==> config.mk <==
export PLATFORM = sky130hd
export DESIGN_NAME = vga_fb_arbiter
export DESIGN_NICKNAME = d
export VERILOG_FILES = /design/src/rtl/vga_fb_arbiter.sv
export SDC_FILE = /design/constraint.sdc
export NUM_CORES = 1
export LEC_CHECK = 0
export ABC_AREA = 1
export BUFFER_PORTS_ARGS = -buffer_cell sky130_fd_sc_hd__buf_2
export CORE_MARGIN = 2
export CORE_UTILIZATION = 40
export CTS_CLUSTER_SIZE = 24
export DETAILED_ROUTE_END_ITERATION = 10
export MAX_ROUTING_LAYER = met4
export SETUP_SLACK_MARGIN = 0.4
export SLEW_MARGIN = 20
export SYNTH_ARGS = -nofsm -noshare
export SYNTH_HDL_FRONTEND = slang
export SYNTH_SLANG_ARGS = --single-unit
==> constraint.sdc <==
create_clock -name clk -period 5.9 [get_ports clk]
set_input_delay 1.18 -clock clk [delete_from_list [all_inputs] [get_ports clk]]
set_output_delay 1.18 -clock clk [all_outputs]
set_load 0.005 [all_outputs]
==> src/rtl/vga_fb_arbiter.sv <==
// rtl/vga_fb_arbiter.sv - single-port framebuffer arbiter: display reads in active video, queued host ops in blanking
// Optional host reads through the command FIFO: define VGA_ARB_HOST_READ_EN.
module vga_fb_arbiter #(
  parameter int ADDR_W     = 19,
  parameter int DATA_W     = 16,
  parameter int FB_WORDS   = 307200,
  parameter int FIFO_DEPTH = 4
) (
  input  logic                            clk,
  input  logic                            rst,
  input  logic                            de,
  input  logic                            vsync,
  input  logic                            host_valid,
  output logic                            host_ready,
  input  logic [ADDR_W-1:0]               host_addr,
  input  logic [DATA_W-1:0]               host_wdata,
`ifdef VGA_ARB_HOST_READ_EN
  input  logic                            host_we,
  output logic                            host_rvalid,
  output logic [DATA_W-1:0]               host_rdata,
`endif
  output logic                            mem_en,
  output logic                            mem_we,
  output logic [ADDR_W-1:0]               mem_addr,
  output logic [DATA_W-1:0]               mem_wdata,
  input  logic [DATA_W-1:0]               mem_rdata,
  output logic                            pix_de,
  output logic [DATA_W-1:0]               pix_data,
  output logic [$clog2(FIFO_DEPTH):0]     fifo_level
);

  localparam int PTR_W = $clog2(FIFO_DEPTH);
  localparam int LVL_W = PTR_W + 1;

  typedef enum logic [1:0] {IDLE, DISP, HOST} state_t;

  logic [ADDR_W-1:0] fifo_addr_q [FIFO_DEPTH];
  logic [DATA_W-1:0] fifo_data_q [FIFO_DEPTH];
  logic [LVL_W-1:0]  wr_ptr_q, rd_ptr_q, level;
  logic              fifo_empty, push, pop, head_we;
  state_t            state_q, state_d;
  logic [ADDR_W-1:0] disp_addr_q, disp_addr_d;
  logic              vsync_q;
  logic              mem_en_q, mem_we_q;
  logic [ADDR_W-1:0] mem_addr_q;
  logic [DATA_W-1:0] mem_wdata_q;
  logic              disp_v2_q, pix_de_q;
  logic [DATA_W-1:0] pix_data_q;

  // Extra pointer bit distinguishes full from empty.
  assign level      = wr_ptr_q - rd_ptr_q;
  assign fifo_empty = (level == '0);
  assign host_ready = ~rst & (level != LVL_W'(FIFO_DEPTH));
  assign push       = host_valid & host_ready;
  assign pop        = (state_d == HOST);

`ifdef VGA_ARB_HOST_READ_EN
  logic              fifo_we_q [FIFO_DEPTH];
  logic              rd_v2_q, rvalid_q;
  logic [DATA_W-1:0] rdata_q;

  assign head_we     = fifo_we_q[rd_ptr_q[PTR_W-1:0]];
  assign host_rvalid = rvalid_q;
  assign host_rdata  = rdata_q;

  always_ff @(posedge clk) begin
    if (push) fifo_we_q[wr_ptr_q[PTR_W-1:0]] <= host_we;
  end

  always_ff @(posedge clk) begin
    if (rst) begin
      rd_v2_q  <= 1'b0;
      rvalid_q <= 1'b0;
      rdata_q  <= '0;
    end else begin
      rd_v2_q  <= (state_q == HOST) & ~mem_we_q;
      rvalid_q <= rd_v2_q;
      rdata_q  <= rd_v2_q ? mem_rdata : '0;
    end
  end
`else
  assign head_we = 1'b1;
`endif

  always_comb begin
    state_d = IDLE;
    if (de)               state_d = DISP;
    else if (!fifo_empty) state_d = HOST;
  end

  // A vsync falling edge beats the post-DISP increment.
  always_comb begin
    disp_addr_d = disp_addr_q;
    if (vsync_q & ~vsync)
      disp_addr_d = '0;
    else if (de)
      disp_addr_d = (disp_addr_q == ADDR_W'(FB_WORDS - 1)) ? '0 : disp_addr_q + ADDR_W'(1);
  end

  always_ff @(posedge clk) begin
    if (push) begin
      fifo_addr_q[wr_ptr_q[PTR_W-1:0]] <= host_addr;
      fifo_data_q[wr_ptr_q[PTR_W-1:0]] <= host_wdata;
    end
  end

  always_ff @(posedge clk) begin
    if (rst) begin
      state_q     <= IDLE;
      wr_ptr_q    <= '0;
      rd_ptr_q    <= '0;
      vsync_q     <= 1'b0;
      disp_addr_q <= '0;
      mem_en_q    <= 1'b0;
      mem_we_q    <= 1'b0;
      mem_addr_q  <= '0;
      mem_wdata_q <= '0;
      disp_v2_q   <= 1'b0;
      pix_de_q    <= 1'b0;
      pix_data_q  <= '0;
    end else begin
      state_q     <= state_d;
      wr_ptr_q    <= wr_ptr_q + LVL_W'(push);
      rd_ptr_q    <= rd_ptr_q + LVL_W'(pop);
      vsync_q     <= vsync;
      disp_addr_q <= disp_addr_d;
      case (state_d)
        DISP: begin
          mem_en_q    <= 1'b1;
          mem_we_q    <= 1'b0;
          mem_addr_q  <= disp_addr_q;
          mem_wdata_q <= '0;
        end
        HOST: begin
          mem_en_q    <= 1'b1;
          mem_we_q    <= head_we;
          mem_addr_q  <= fifo_addr_q[rd_ptr_q[PTR_W-1:0]];
          mem_wdata_q <= fifo_data_q[rd_ptr_q[PTR_W-1:0]];
        end
        default: begin
          mem_en_q <= 1'b0;
          mem_we_q <= 1'b0;
        end
      endcase
      // state_q is the stage-1 valid of the op now on the mem bus.
      disp_v2_q  <= (state_q == DISP);
      pix_de_q   <= disp_v2_q;
      pix_data_q <= disp_v2_q ? mem_rdata : '0;
    end
  end

  assign mem_en     = mem_en_q;
  assign mem_we     = mem_we_q;
  assign mem_addr   = mem_addr_q;
  assign mem_wdata  = mem_wdata_q;
  assign pix_de     = pix_de_q;
  assign pix_data   = pix_data_q;
  assign fifo_level = level;

endmodule

# [Yosys cells after proc, flatten, opt, wreduce, memory -nomap -nowiden]
# Memory sizes are Yosys's and may differ from the RTL's. A register that Yosys moved wholly into a read port is not among the register bits.
# Cells that the tools add are included.
[op_classes] addsub=4 eq_ne=5 n_mux=11 bitwise=6 n_reduce_logical=5
[op_table] cell="$pmux 19 s2" count=1
[op_table] cell="$pmux 16 s2" count=1
[op_table] cell="$add 19x1->19 const B" count=1
[op_table] cell="$eq 19x19->1 const B" count=1
[op_table] cell="$mux 19" count=1
[op_table] cell="$mux 2" count=4
[op_table] cell="$add 3x1->3" count=2
[op_table] cell="$reduce_or 2->1" count=3
[op_table] cell="$eq 2x1->1 const B" count=2
[op_table] cell="$mux 1" count=4
[op_table] cell="$and 1x1->1" count=3
[op_table] cell="$logic_not 3->1" count=1
[op_table] cell="$ne 3x3->1 const B" count=1
[op_table] cell="$not 1->1" count=3
[op_table] cell="$sub 3x3->3" count=1
[op_table] cell="$eq 2x2->1 const B" count=1
[op_table] cell="$reduce_bool 2->1" count=1
[word_totals] ff_bits=83 ram_bits=140 inputBits=56 output_inout_bits=58 elab_cells=45 mem_count=2
[memory_table] memory="fifo_addr_q" depth=4 width=19 read_ports=1 rd_ports_with_merged_regs=1 wr=1 line="37" text="logic [ADDR_W-1:0] fifo_addr_q [FIFO_DEPTH];"
[memory_table] memory="fifo_data_q" depth=4 width=16 read_ports=1 rd_ports_with_merged_regs=1 wr=1 line="38" text="logic [DATA_W-1:0] fifo_data_q [FIFO_DEPTH];"

# [Longest topological paths before layout]
[logic_depth] depth_word=7 ltp_mapped=14

# [Worst setup path after synthesis]
# OpenSTA, ideal clock, no wires.
[synth_timing] kind="in2reg" start="input rst" end="memory fifo_addr_q[0][0], enable pin" setup_ps=427 t_arrival_ps=3028 required_time_ps=5473 path_slack_ps=2445 stages=5 path_buffers=0 cell_sequence="inv_1 > o21ai_0 > inv_1 > nand2_1 > nor2_1"
[synth_between] elab_chain_len=5
[synth_lines] item="from (decl)" line="10" text="input logic rst,"
[synth_lines] item="$not 1->1" line="53" text="assign host_ready = ~rst & (level != LVL_W'(FIFO_DEPTH));"
[synth_lines] item="$and 1x1->1" line="53"
[synth_lines] item="named net host_ready" line="14" text="output logic host_ready,"
[synth_lines] item="$and 1x1->1" line="54" text="assign push = host_valid & host_ready;"
[synth_lines] item="$mux 1" line="101" text="if (push) begin"
[synth_lines] item="$mux 1 (not written as such)" line="102" text="fifo_addr_q[wr_ptr_q[PTR_W-1:0]] <= host_addr;"
[synth_lines] item="to (decl)" line="37"
# The timed path passes the listed nets, and every way through them passes these cells.

# [Worst setup path after layout]
[layout_timing] start="input rst" end="output host_ready"
[layout_between] elab_chain_len=2
[layout_lines] item="$not 1->1" line="53"
[layout_lines] item="$and 1x1->1" line="53"
[layout_lines] item="to (decl)" line="14"
# Every way passes these cells.

==> impl_metrics.csv <==
group,metric,value,unit
outcome,status,"finished, final reports clean",
sta,hold_slack,0.3884,ns
cts,clkLatencyLatePin,0.52,ns
yosys,yosysTopAreaCell,"edfxtp_1",
cts,cts_tree,"yes",
cts,post_cts_resized,0,
worst_setup_path,cp_max_fo,23,
yosys,synth_top_family_by_area,"simple AND/OR/NAND/NOR gates",
worst_setup_path,rrSetupSlack,2.78,ns
sta,setup_violations,0,
sta,finalHoldViolCount,0,
job,cap_violations,0,
sta,final_max_slew_viol_count,0,
cts,postCtsHoldBufs,0,
cts,postCtsSetupBuffers,0,
global_route,grt_max_degree,73,
floorplanning,initial_core_util,0.4082,
cells_and_area,antenna_cells,0,
route,drt-initial-drc-count,412,
route,drc_errors,0,
yosys,synthTopCellsByCount,"nand2_1 (151), nor2_1 (150), edfxtp_1 (140)",
sta,max_freq,281.8,MHz
yosys,yosys_warnings,0,
sta,skew,0.01705,ns
global_route,grt_pass1_vias,5594,
place,io_buffers,113,
yosys,ys.flop_type,"edfxtp_1",
cts,clkTransAtPathRegs,0.06,ns
yosys,synth_compound_area_frac,0.06911,
route,dr.pass1.iters,8,
worst_setup_path,start_kind,"primary input",
global_route,grt_pass1_wl,29220,um
power,ir_drop,0.2125,mV
cells_and_area,drive_gt1_frac,0.1830,
place,dp_hpwl,11870,um
cts,root_buffer,"clkbuf_16",
yosys,synthMuxAreaShare,0,
sta,setup_tns,0,ns
yosys,synth_cells,821,
global_route,grtUsageTotal,0.1697,
cts,clkSinkCount,223,
yosys,syn-num-nets,884,
worst_setup_path,path_class,"in2out",
power,p_leak,0.004257,uW
route,wl_per_cell,15.03,um
cells_and_area,nFillCells,1953,
sta,rsz0062_at_grt,"no",
yosys,synth_most_common_cell,"nand2_1",
cells_and_area,syn_to_final_growth,19.81,%
yosys,ys_ff_latch,223,
worst_hold_path,hold_class,"reg2reg",
place,post-place-ws,1.969,ns
yosys,synthXorXnorAreaFrac,0.01123,
power,power_density,403.8,nW/um2
place,placed_cell_area,9397,um2
sta,post-route-period-util,0.6015,
floorplanning,die_h,150.5,um
cts,cts_buffer_depth,3,
floorplanning,dieArea,22640,um2
floorplanning,fp.dieW,150.5,um
sta,slew_headroom,0.2877,
yosys,synthTopCellsByArea,"edfxtp_1 (49%), dfxtp_1 (19%), nand2_1 (6.6%)",
cts,htree_levels,1,
yosys,synth_edf_count,140,
yosys,synth-simple-area-share,0.1763,
floorplanning,num_rows,53,
yosys,synth_seq_area_share,0.6835,
sta,worstMarginPinSlew,1.066,ns
cells_and_area,nets,996,
yosys,synth_top_area_frac,0.4899,
yosys,synth_cell_types,33,
floorplanning,core-area,21020,um2
yosys,synthesis.area,8582,um2
route,avgViaCountPerCell,4.766,
worst_setup_path,cp_data_required_time,4.72,ns
sta,setup_slack,2.351,ns
worst_setup_path,end_kind,"primary output",
route,drt_wl_total,18430,um
cells_and_area,instances_no_fill,1226,
place,gp_congestion,0.8207,
cts,cts_made_buffers,24,
worst_setup_path,arrival,2.37,ns
route,num_vias,5843,
global_route,antenna_found_initial,0,
floorplanning,io_pins,114,
yosys,avgSynthCellArea,10.45,um2
place,dp_cells,1179,
yosys,synthAdderAreaFrac,0.01108,
global_route,grt_overflow,0,
yosys,async_flop_share,0,
sta,fin_crit,3.549,ns
route,ant_nets,0,
cells_and_area,final_area,10280,um2
[routing by layer]
metal | GRT usage | part of all wire
met1 | 0.2290 | 0.46
met2 | 0.2695 | 0.47
met3 | 0.02636 | 0.055
met4 | 0.04434 | 0.016
met5 | - | 0
[where the power goes]
| group | switching [uW] | internal [uW] | leakage [uW] |
|---|---|---|---|
| Clock | 598 | 913 | 0.000407 |
| Combinational | 525 | 261 | 0.00190 |
| Sequential | 57.9 | 1800 | 0.00195 |
[state kept, by name, indices dropped and copies added, names as in the netlist, 2 cells and up]
signal / count
fifo_data_q: 64
fifo_addr_q: 76
pix_data: 16
wr_ptr_q: 3
mem_wdata: 16
disp_addr_q: 19
mem_addr: 19
rd_ptr_q: 3
state_q: 2
[path summary, 6_finish.rpt]
| kind | end | cells after the start | from |
|---|---|---|---|
| max reg2reg | mem_addr[7] | 9 | rd_ptr_q[0] |
| min reg2reg | disp_v2_q | 1 | state_q[1] |
| min | disp_v2_q | 1 | state_q[1] |
| max | host_ready | 5 | rst |
[worst max-delay path, cell delays in order]
cell	delay, ns
buf_2	0.20
inv_1	0.57
o21ai_0	0.19
inv_1	0.10
buf_2	0.12
[metrics by stage]
step                      total power [uW]  utilization
after global placement                2664       0.4470
after floorplan                       2384            -
after global routing                  4378       0.4891
after detailed placement              2675       0.4470
final                                 4152       0.4891
after CTS                             4192       0.4856
[layout by cell type, fill, tap and decap left out, types with 7 or more instances in the layout]
cell / count
clkinv_2: 8
o22ai_1: 20
edfxtp_1: 140
nor2_1: 146
buf_2: 113
xor2_1: 7
nand2_1: 151
nand4_1: 8
inv_1: 66
nand3_1: 39
o21ai_0: 83
dfxtp_1: 82
clkbuf_16: 27
[cells by family (layout without fill, tap and decap cells)]
| family | count (synthesis) | after routing |
|---|---|---|
| flip-flops | 223 | 223 |
| buffers and inverters | 104 | 234 |
| adder cells (fa/ha/maj) | 7 | 7 |
| AO/OA/AOI/OAI | 113 | 113 |
| AND/OR/NAND/NOR | 363 | 363 |
| XOR/XNOR | 11 | 11 |
[area by class of cell]
class / instances / area (um2) / share of cell area
inverters: 70 / 262.8 / 0.02555
flip-flops and latches: 223 / 5867 / 0.5706
clock buffers: 29 / 683.2 / 0.06644
multi-input cells: 494 / 2327 / 0.2263
repair buffers: 120 / 670.6 / 0.06522
well taps: 275 / 344.1 / 0.03346
clock inverters: 15 / 127.6 / 0.01241
(Power assumes the default switching activity.)
